<file path="src/rtl/bit_serial_subtractor_pkg.sv">
// Shared types and constants for the bit-serial subtractor.
package bit_serial_subtractor_pkg;

  typedef enum logic [1:0] {
    IDLE = 2'd0,
    RUN  = 2'd1,
    DONE = 2'd2
  } state_t;

  localparam int DEFAULT_WIDTH = 32;

  function automatic int clog2(input int value);
    int r;
    r = 0;
    while ((1 << r) < value) r++;
    return r;
  endfunction

endpackage

</file>
<file path="src/rtl/bit_serial_subtractor_cell.sv">
// One-bit full subtractor: a + ~b + carryin, built from gate primitives.
module serial_sub_cell (
  input  logic      a,
  input  logic      b,
  input  logic      carryin,
  output wire logic diff,
  output wire logic carryout
);

  wire w_bn;
  wire w_axb;
  wire w_gen;
  wire w_prop;

  not u_inv  (w_bn, b);
  xor u_x1   (w_axb, a, w_bn);
  xor u_x2   (diff, w_axb, carryin);
  and u_a1   (w_gen, a, w_bn);
  and u_a2   (w_prop, w_axb, carryin);
  or  u_o1   (carryout, w_gen, w_prop);

endmodule

</file>
<file path="src/rtl/bit_serial_subtractor.sv">
// Bit-serial subtractor: a - b computed LSB first as a + ~b + 1 over WIDTH cycles.
// Define SERIAL_SUB_OVERFLOW_EN to add the registered signed-overflow output.
module bit_serial_subtractor
  import bit_serial_subtractor_pkg::*;
#(
  parameter int WIDTH = DEFAULT_WIDTH
) (
  input  logic             clk,
  input  logic             reset,
  input  logic             start,
  input  logic [WIDTH-1:0] a,
  input  logic [WIDTH-1:0] b,
  output logic             busy,
  output logic             done,
  output logic [WIDTH-1:0] difference,
  output logic             borrowout
`ifdef SERIAL_SUB_OVERFLOW_EN
  ,
  output logic             overflow
`endif
);

  localparam int CW = clog2(WIDTH);

  state_t           r_state;
  state_t           w_next;
  logic [WIDTH-1:0] r_sa;
  logic [WIDTH-1:0] r_sb;
  logic [WIDTH-1:0] r_partial;
  logic [WIDTH-1:0] r_difference;
  logic             r_carry;
  logic             r_borrow;
  logic [CW-1:0]    r_count;
  logic             w_s;
  logic             w_cout;
  logic             w_accept;
  logic             w_last;
  logic [WIDTH-1:0] w_partial_next;

  serial_sub_cell u_cell (
    .a        (r_sa[0]),
    .b        (r_sb[0]),
    .carryin  (r_carry),
    .diff     (w_s),
    .carryout (w_cout)
  );

  // start is honoured from DONE as well, giving back-to-back operation.
  assign w_accept       = start && (r_state == IDLE || r_state == DONE);
  assign w_last         = (r_state == RUN) && (r_count == CW'(WIDTH - 1));
  assign w_partial_next = {w_s, r_partial[WIDTH-1:1]};

  always_ff @(posedge clk or posedge reset) begin
    if (reset) r_state <= IDLE;
    else       r_state <= w_next;
  end

  always_comb begin
    w_next = r_state;
    case (r_state)
      IDLE:    if (start) w_next = RUN;
      RUN:     if (w_last) w_next = DONE;
      DONE:    w_next = start ? RUN : IDLE;
      default: w_next = IDLE;
    endcase
  end

  always_comb begin
    busy = 1'b0;
    done = 1'b0;
    case (r_state)
      RUN:     busy = 1'b1;
      DONE:    done = 1'b1;
      default: ;
    endcase
  end

  always_ff @(posedge clk or posedge reset) begin
    if (reset) begin
      r_sa         <= '0;
      r_sb         <= '0;
      r_partial    <= '0;
      r_carry      <= 1'b0;
      r_count      <= '0;
      r_difference <= '0;
      r_borrow     <= 1'b0;
    end else if (w_accept) begin
      r_sa    <= a;
      r_sb    <= b;
      r_carry <= 1'b1;
      r_count <= '0;
    end else if (r_state == RUN) begin
      r_sa      <= r_sa >> 1;
      r_sb      <= r_sb >> 1;
      r_partial <= w_partial_next;
      r_carry   <= w_cout;
      r_count   <= r_count + CW'(1);
      if (w_last) begin
        r_difference <= w_partial_next;
        r_borrow     <= ~w_cout;
      end
    end
  end

  assign difference = r_difference;
  assign borrowout  = r_borrow;

`ifdef SERIAL_SUB_OVERFLOW_EN
  logic r_overflow;

  // On the last bit the carry flop holds the carry into the MSB.
  always_ff @(posedge clk or posedge reset) begin
    if (reset)       r_overflow <= 1'b0;
    else if (w_last) r_overflow <= r_carry ^ w_cout;
  end

  assign overflow = r_overflow;
`endif

endmodule

</file>
<file path="config.mk">
export PLATFORM = sky130hd
export DESIGN_NAME = bit_serial_subtractor
export DESIGN_NICKNAME = d
export VERILOG_FILES = /design/src/rtl/bit_serial_subtractor_pkg.sv /design/src/rtl/bit_serial_subtractor_cell.sv /design/src/rtl/bit_serial_subtractor.sv
export SDC_FILE = /design/constraint.sdc
export NUM_CORES = 1
export LEC_CHECK = 0
export BUFFER_PORTS_ARGS = -buffer_cell sky130_fd_sc_hd__buf_2
export CORE_ASPECT_RATIO = 1.1
export CORE_UTILIZATION = 55
export CTS_BUF_LIST = sky130_fd_sc_hd__clkbuf_8 sky130_fd_sc_hd__clkbuf_16
export DETAILED_ROUTE_END_ITERATION = 16
export GPL_TIMING_DRIVEN = 0
export PLACE_DENSITY_LB_ADDON = 0.25
export SLEW_MARGIN = 25
export SYNTH_ARGS = -nofsm -noshare
export SYNTH_HDL_FRONTEND = slang
export SYNTH_SLANG_ARGS = --single-unit
</file>
<file path="constraint.sdc">
create_clock -name clk -period 5.4 [get_ports clk]
set_input_delay 1.08 -clock clk [delete_from_list [all_inputs] [get_ports clk]]
set_output_delay 1.08 -clock clk [all_outputs]
set_load 0.005 [all_outputs]
</file>
# Yosys cells after proc, flatten, opt, wreduce, memory -nomap -nowiden

Cells that the tools add are included.

Flip-flop bits (word level): 137
Input port bits: 67
Output and inout port bits: 35

Mux-type cells: 14
Bitwise logic cells: 8
Reductions and logical operators: 8
Add/sub/neg operators: 1
Eq/ne operators: 5

Operator list:

| kind                  | number |
|---|---|
| $mux W32              | 4 |
| $mux W5               | 2 |
| $pmux W2 S3           | 1 |
| $add A5 B1 Y5 const B | 1 |
| $eq A5 B5 Y1 const B  | 1 |
| $mux W1               | 5 |
| $mux W2               | 2 |
| $ne A2 B2 Y1 const B  | 2 |
| $reduce_and A2 Y1     | 2 |
| $not A1 Y1            | 3 |
| $reduce_and A3 Y1     | 1 |
| $and A1 B1 Y1         | 2 |
| $eq A2 B1 Y1 const B  | 1 |
| $eq A2 B2 Y1 const B  | 1 |
| $logic_and A1 B1 Y1   | 2 |
| $logic_not A2 Y1      | 1 |
| $reduce_bool A2 Y1    | 1 |
| $xor A1 B1 Y1         | 2 |
| $logic_or A1 B1 Y1    | 1 |
| $or A1 B1 Y1          | 1 |

# Depth between registers and ports, before layout

Gate-level depths: netlist (run 1).

Depth after elaboration: 6
Mapped depth: 7

# Hierarchy

From an unflattened synthesis (run 1), not the netlist that was laid out.

Cells, all modules: 524
Area total of the unflattened synthesis: 5,582.9 um^2

By module, submodules not included:

| module                | times used | cells an instance | seq. area each (um^2) | area an instance (um^2) |
|---|---|---|---|---|
| bit_serial_subtractor | 1          | 519               | 3,403.3               | 5,547.8 |
| serial_sub_cell       | 1          | 5                 | 0.0                   | 35.0 |

# Least setup slack after synthesis (run 1)

No wires, ideal clock.

Path kind: register -> output
From: reg r_state[1]
To: out busy
Stages on the path, launching flop included: 6
Slack: 3,333 ps
Buffers on the path: 3
Arrival: 987 ps
Data required time: 4,320 ps
Cell sequence: dfrtp_1 -> nand2b_1 -> buf_4 -> inv_4 -> buf_6 -> buf_6

Word-level cells in the longest chain between the ends: 2

RTL lines:

| what                     | line                        | source |
|---|---|---|
| start: declaration       | bit_serial_subtractor.sv:25 | `state_t r_state;` |
| start signal: assignment | bit_serial_subtractor.sv:55 | `else r_state <= w_next;` |
| $eq A2 B1 Y1             | bit_serial_subtractor.sv:71 | `case (r_state)` |
| $mux W1                  | bit_serial_subtractor.sv:71 |  |
| end: declaration         | bit_serial_subtractor.sv:13 | `output logic busy,` |

Every way passes these cells.

# Worst setup path in the final report (run 1)

From: reg r_state[0]
To: out busy

The elaborated chain is that of the path after synthesis.

==> results of run 1 <==
[per-stage QoR]
step	cells	setup WS (ns)
final	772	2.48
after global routing	772	2.38
after CTS	772	2.45
after detailed placement	740	3.02
after global placement	739	-0.648
after floorplan	518	0.681
[per-layer routing]
metal / GRT usage / vias up
met1: 0.319 / 2113
li1: - / 2025
met2: 0.405 / 107
met4: 0.0909 / 0
met5: 0 / -
met3: 0.0701 / 18
[layout by cell type, fill, tap and decap left out, drive strengths merged]
master	n
nor2b	2
nand2b	2
and3	1
o22a	1
nand4	1
nor3	28
clkinv	3
inv	4
clkbuf	24
mux2i	1
nor2	31
o21ai	4
nand2	132
buf	137
mux2	32
a31oi	1
dfrtp	136
a22o	3
clkinvlp	4
a21oi	1
ha	2
nand3	33
xor2	1
nand3b	2
o22ai	28
a22oi	33
fa	1
bufinv	4
[state kept, by name (all words and copies together), names as in the netlist]
register / flops
difference: 32
r_sa: 32
r_partial: 31
r_count: 5
r_state: 2
r_sb: 32
borrowout: 1
r_carry: 1
[final timing paths]
kind / endpoint / start
worst max-delay path: busy / r_state[0]
worst min-delay path: r_partial[1] / r_partial[1]
worst max register to register: difference[25] / r_count[0]
worst min register to register: r_partial[1] / r_partial[1]
max in group asynchronous: r_sb[2] / reset
min in group asynchronous: difference[14] / reset
[critical path, stage by stage, from the launching register on]
cell      delay [ns]
dfrtp_1         0.48
nand2b_1        0.08
buf_4           0.18
inv_4           0.12
buf_6           0.17
buf_6           0.15
buf_2           0.12
[final cells by class]
cell class / instances / area share
buffer: 38 / 0.0342
clock buffer: 21 / 0.0682
clock inverter: 11 / 0.0245
inverter: 4 / 0.00364
multi-input combinational: 340 / 0.276
sequential: 136 / 0.495
tap: 120 / 0.0218
timing repair buffer: 102 / 0.0775
[logic make-up (layout without fill, tap and decap cells)]
family	after synthesis	in the layout
mux	33	33
fa+ha+maj	3	3
flops	136	136
xor+xnor	1	1
buf+inv	42	176
compound gates	71	71
simple gates	232	232
[where the power goes]
part / switching, mW / total [mW] / internal (mW)
Sequential: 0.258 / 1.70 / 1.44
Clock: 0.432 / 1.23 / 0.798
Combinational: 0.533 / 1.00 / 0.467
==> flow_summary.ini, run 1 <==
[sta]
setup_tns_ns = 0
relSlewSlack = 0.688
finClkSkew_ns = 0.00693
setup_viol = 0
period_needed_ns = 2.92
tightest_slew_ns = 0.468
rsz0062_at_grt = false
hold_slack_ns = 0.478
finalCritPeriodShare = 0.541
hold_viol = 0
max_freq_ghz = 0.342
slew_viol_final = 0

[place]
gp_congestion = 0.757
dpl-instance-area_sq_mm = 0.00624
io_buffers = 101
dpl.hpwl_um = 7860

[critical_path]
critical_path.max_fanout = 10
worstSetupEndpointType = output pin
cp-start-kind = flip-flop
cp.arrival_ns = 1.84
r2r_cells = 6
crit_type = reg -> out
crit_required_ns = 4.32
r2r_setup_slack_ns = 3.43

[global_route]
grtUsageTotal = 0.249
antenna_found_initial = 1
grt_start_max_net_pins = 75
grt_pass1_vias = 4262
grt_overflow_total = 0
grt_first_pass_wirelength_um = 20300

[die]
core_sq_mm = 0.00984
dieArea_sq_mm = 0.0105
dieHeight_um = 107
initial_core_util = 0.564
io-pin-count = 102
die_w_um = 97.8
core.rowCount = 38

[logic_synthesis]
synth_xor_area_frac = 0.00158
ys_seq_elements = 136
synth_fa_ha_area_frac = 0.00811
synthTopCellsByArea = dfrtp_1 (61%), nand2_1 (8.9%), mux2_1 (5.5%), a22oi_1 (4.5%), o22ai_1 (3.2%)
syn_avg_cell_area_sq_um = 10.7
synth_common_cells = dfrtp_1 (136), nand2_1 (132), a22oi_1 (33), nand3_1 (33), nor2_1 (31)
netlist.area_leader.share = 0.613
ys_types = 31
postSynth.asyncResetShare = 1.00
synth-simple-area-share = 0.177
synthCells = 518
synth_area_sq_mm = 0.00555
synth_area_leader_cell = dfrtp_1
seq_area_frac_synth = 0.613
synth_edf_count = 0
syn_nets = 588
synth_top_family_by_area = simple AND/OR/NAND/NOR gates
yosysWarnings = 0
synth_top_flop_cell = dfrtp_1
synth_mux_area_frac = 0.0667
synth_compound_area_frac = 0.0881
yosysMostFrequentCell = dfrtp_1

[cts]
cts-buffers-inserted = 17
postCtsSetupRepairBufs = 0
htreeDepth = 4
cts_tree = built
cts.sink_count = 136
clock_latency_ns = 0.53
cts.repair.resized = 0
cts-hold-fix-buffers = 0
clk_path_buf_depth = 2
clkTransAtPathRegs_ns = 0.06
ctsRootBufferMaster = clkbuf_8

[cells_and_area]
design_area_sq_mm = 0.00688
finalNetCount = 709
antennaDiodeCount = 0
finish.utilization = 0.699
seqCellArea_sq_mm = 0.00340
n_fill_cell = 743
drive_gt1_frac = 0.270
multi_input_comb_area_sq_mm = 0.00190
area_growth_pct = 23.9

[routing]
wl_per_cell_um = 15.4
via_per_inst = 5.52
drc = 6
wl_met2_um = 5930
wl_met3_um = 625
num_vias = 4263
top_layer = met4
drtIter0Drc = 250
wl_met1_um = 5140
first_pass_iters = 11
antenna_left = 0
wirelength_um = 11900

[min_path]
whs_path_depth = 2
hold_class = reg -> reg

[power_and_ir_drop]
leakagePower_nw = 3.57
p_per_area_mw_per_mm2 = 572
power.total_mw = 3.93
vdd_drop_max_mv = 0.271

[status]
violations = design-rule violations
status = finished, violations left

[flow_run]
maxCapViolCount = 0
Note: power is estimated with default switching activity, not from simulation.
==> inputs of run 2 (changes only) <==
Clock period 5.4 ns to 2.8 ns, I/O delays scaled along.
==> flow_summary.ini, run 2 (synthesis gave the netlist of run 1 again) <==
[cts]
cts-buffers-inserted = 17
cts-hold-fix-buffers = 0
htreeDepth = 4
cts.sink_count = 136
cts_tree = built
clk_path_buf_depth = 2
postCtsSetupRepairBufs = 0
clock_latency_ns = 0.51
clkTransAtPathRegs_ns = 0.06
ctsRootBufferMaster = clkbuf_8
cts.repair.resized = 0

[routing]
wirelength_um = 11700
via_per_inst = 5.53
wl_per_cell_um = 15.2
antenna_left = 0
num_vias = 4273
first_pass_iters = 12
drtIter0Drc = 266
drc = 14

[die]
die_w_um = 97.8
core_sq_mm = 0.00984
dieArea_sq_mm = 0.0105
core.rowCount = 38
dieHeight_um = 107
initial_core_util = 0.564
io-pin-count = 102

[critical_path]
r2r_end = difference[27]
critical_path.startpoint = r_state[0]
cpMostUsedCell = buf_6
worstSetupEndpointType = output pin
cp-start-kind = flip-flop
slowest_delay_ns = 0.50
critical_path.max_fanout = 10
cp.arrival_ns = 1.84
crit_required_ns = 2.24
crit_type = reg -> out
crit_path_top_delay_cell = dfrtp_1
crit_path_cell_trace = nand2b_1 > buf_4 > inv_4 > buf_6 > buf_6 > buf_2
r2r_cells = 6
r2r_setup_slack_ns = 0.83
r2r-start = r_count[0]

[place]
gp_congestion = 0.736
io_buffers = 101
dpl.hpwl_um = 8100

[cells_and_area]
finalNetCount = 712
final_common_cell = dfrtp_1
drive_gt1_frac = 0.270
multi_input_comb_area_sq_mm = 0.00190
seqCellArea_sq_mm = 0.00340
antennaDiodeCount = 0
mostFrequentLayoutCells = dfrtp_1 (136), nand2_1 (132), buf_2 (121)
finish.utilization = 0.697
area_growth_pct = 23.6
n_fill_cell = 734

[global_route]
antenna_found_initial = 1
grtUsageTotal = 0.246
grt_overflow_total = 0
grt_first_pass_wirelength_um = 20100
grt_pass1_vias = 4176
grt_start_max_net_pins = 32

[min_path]
hold_class = in -> async

[status]
violations = design-rule violations
status = finished, violations left

[sta]
tightest_slew_ns = 0.561
finalCritPeriodShare = 0.859
period_needed_ns = 2.40
hold_viol = 0
setup_viol = 0
finClkSkew_ns = 0.00757
rsz0062_at_grt = false
max_freq_ghz = 0.416
relSlewSlack = 0.625
slew_viol_final = 0

[power_and_ir_drop]
vdd_drop_max_mv = 0.538
leakagePower_nw = 3.56
p_per_area_mw_per_mm2 = 1070
power.total_mw = 7.34

[flow_run]
maxCapViolCount = 0
-- run 2: cell types whose count changed in the layout (fill, tap and decap cells not counted) --
cell	delta
inv_1	+1
bufinv_16	-1
clkbuf_8	-4
clkinvlp_4	+2
buf_16	-1
buf_12	+4
clkinv_4	+1
inv_8	-1
-- run 2: how the worst max path moves through the flow --
stage / slack [ns] / end
finish: 0.40 / busy
global route: 0.29 / busy
CTS: 0.37 / busy
detailed placement: 0.86 / difference[26]
global placement: -0.22 / r_sb[15]
floorplan: 0.55 / borrowout
-- run 2: routing by layer --
metal,up-vias,routed length [um],GRT usage
met5,-,0,0
met4,0,110,0.0823
met3,11,643,0.0701
met2,139,5870,0.407
met1,2089,5100,0.315
li1,2034,-,-
-- run 2: layout make-up --
class / instances / share of cell area
well taps: 120 / 0.0219
multi-input cells: 340 / 0.276
inverters: 4 / 0.00310
clock inverters: 13 / 0.0231
flip-flops and latches: 136 / 0.496
repair buffers: 105 / 0.0853
clock buffers: 17 / 0.0603
plain buffers: 38 / 0.0343
-- run 2: where the power goes --
| part | switching [mW] | total (mW) | internal [mW] |
|---|---|---|---|
| logic | 1.02 | 1.93 | 0.905 |
| registers | 0.497 | 3.28 | 2.79 |
| clock network | 0.795 | 2.13 | 1.34 |
-- run 2: stage by stage --
| stage | instance area [sq um] | setup WS [ns] | setup TNS [ns] | std cells | hold WS (ns) |
|---|---|---|---|---|---|
| 5_1_grt | 6860 | 0.288 | 0 | 773 | 0.125 |
| 2_1_floorplan | 5560 | 0.547 | 0 | 518 | 0.437 |
| 3_5_place_dp | 6290 | 0.861 | 0 | 743 | 0.467 |
| 3_3_place_gp | 6210 | -0.218 | -28.99 | 739 | 0.453 |
| 4_1_cts | 6860 | 0.371 | 0 | 773 | 0.0935 |
| 6_report | 6860 | 0.395 | 0 | 773 | 0.110 |
-- run 2: worst max-delay path: cells and delay by family, from the launching register on --
kind	cells	cell delay (ns)
and+or+nand+nor	1	0.09
DFF	1	0.50
buffers and inverters	5	0.74
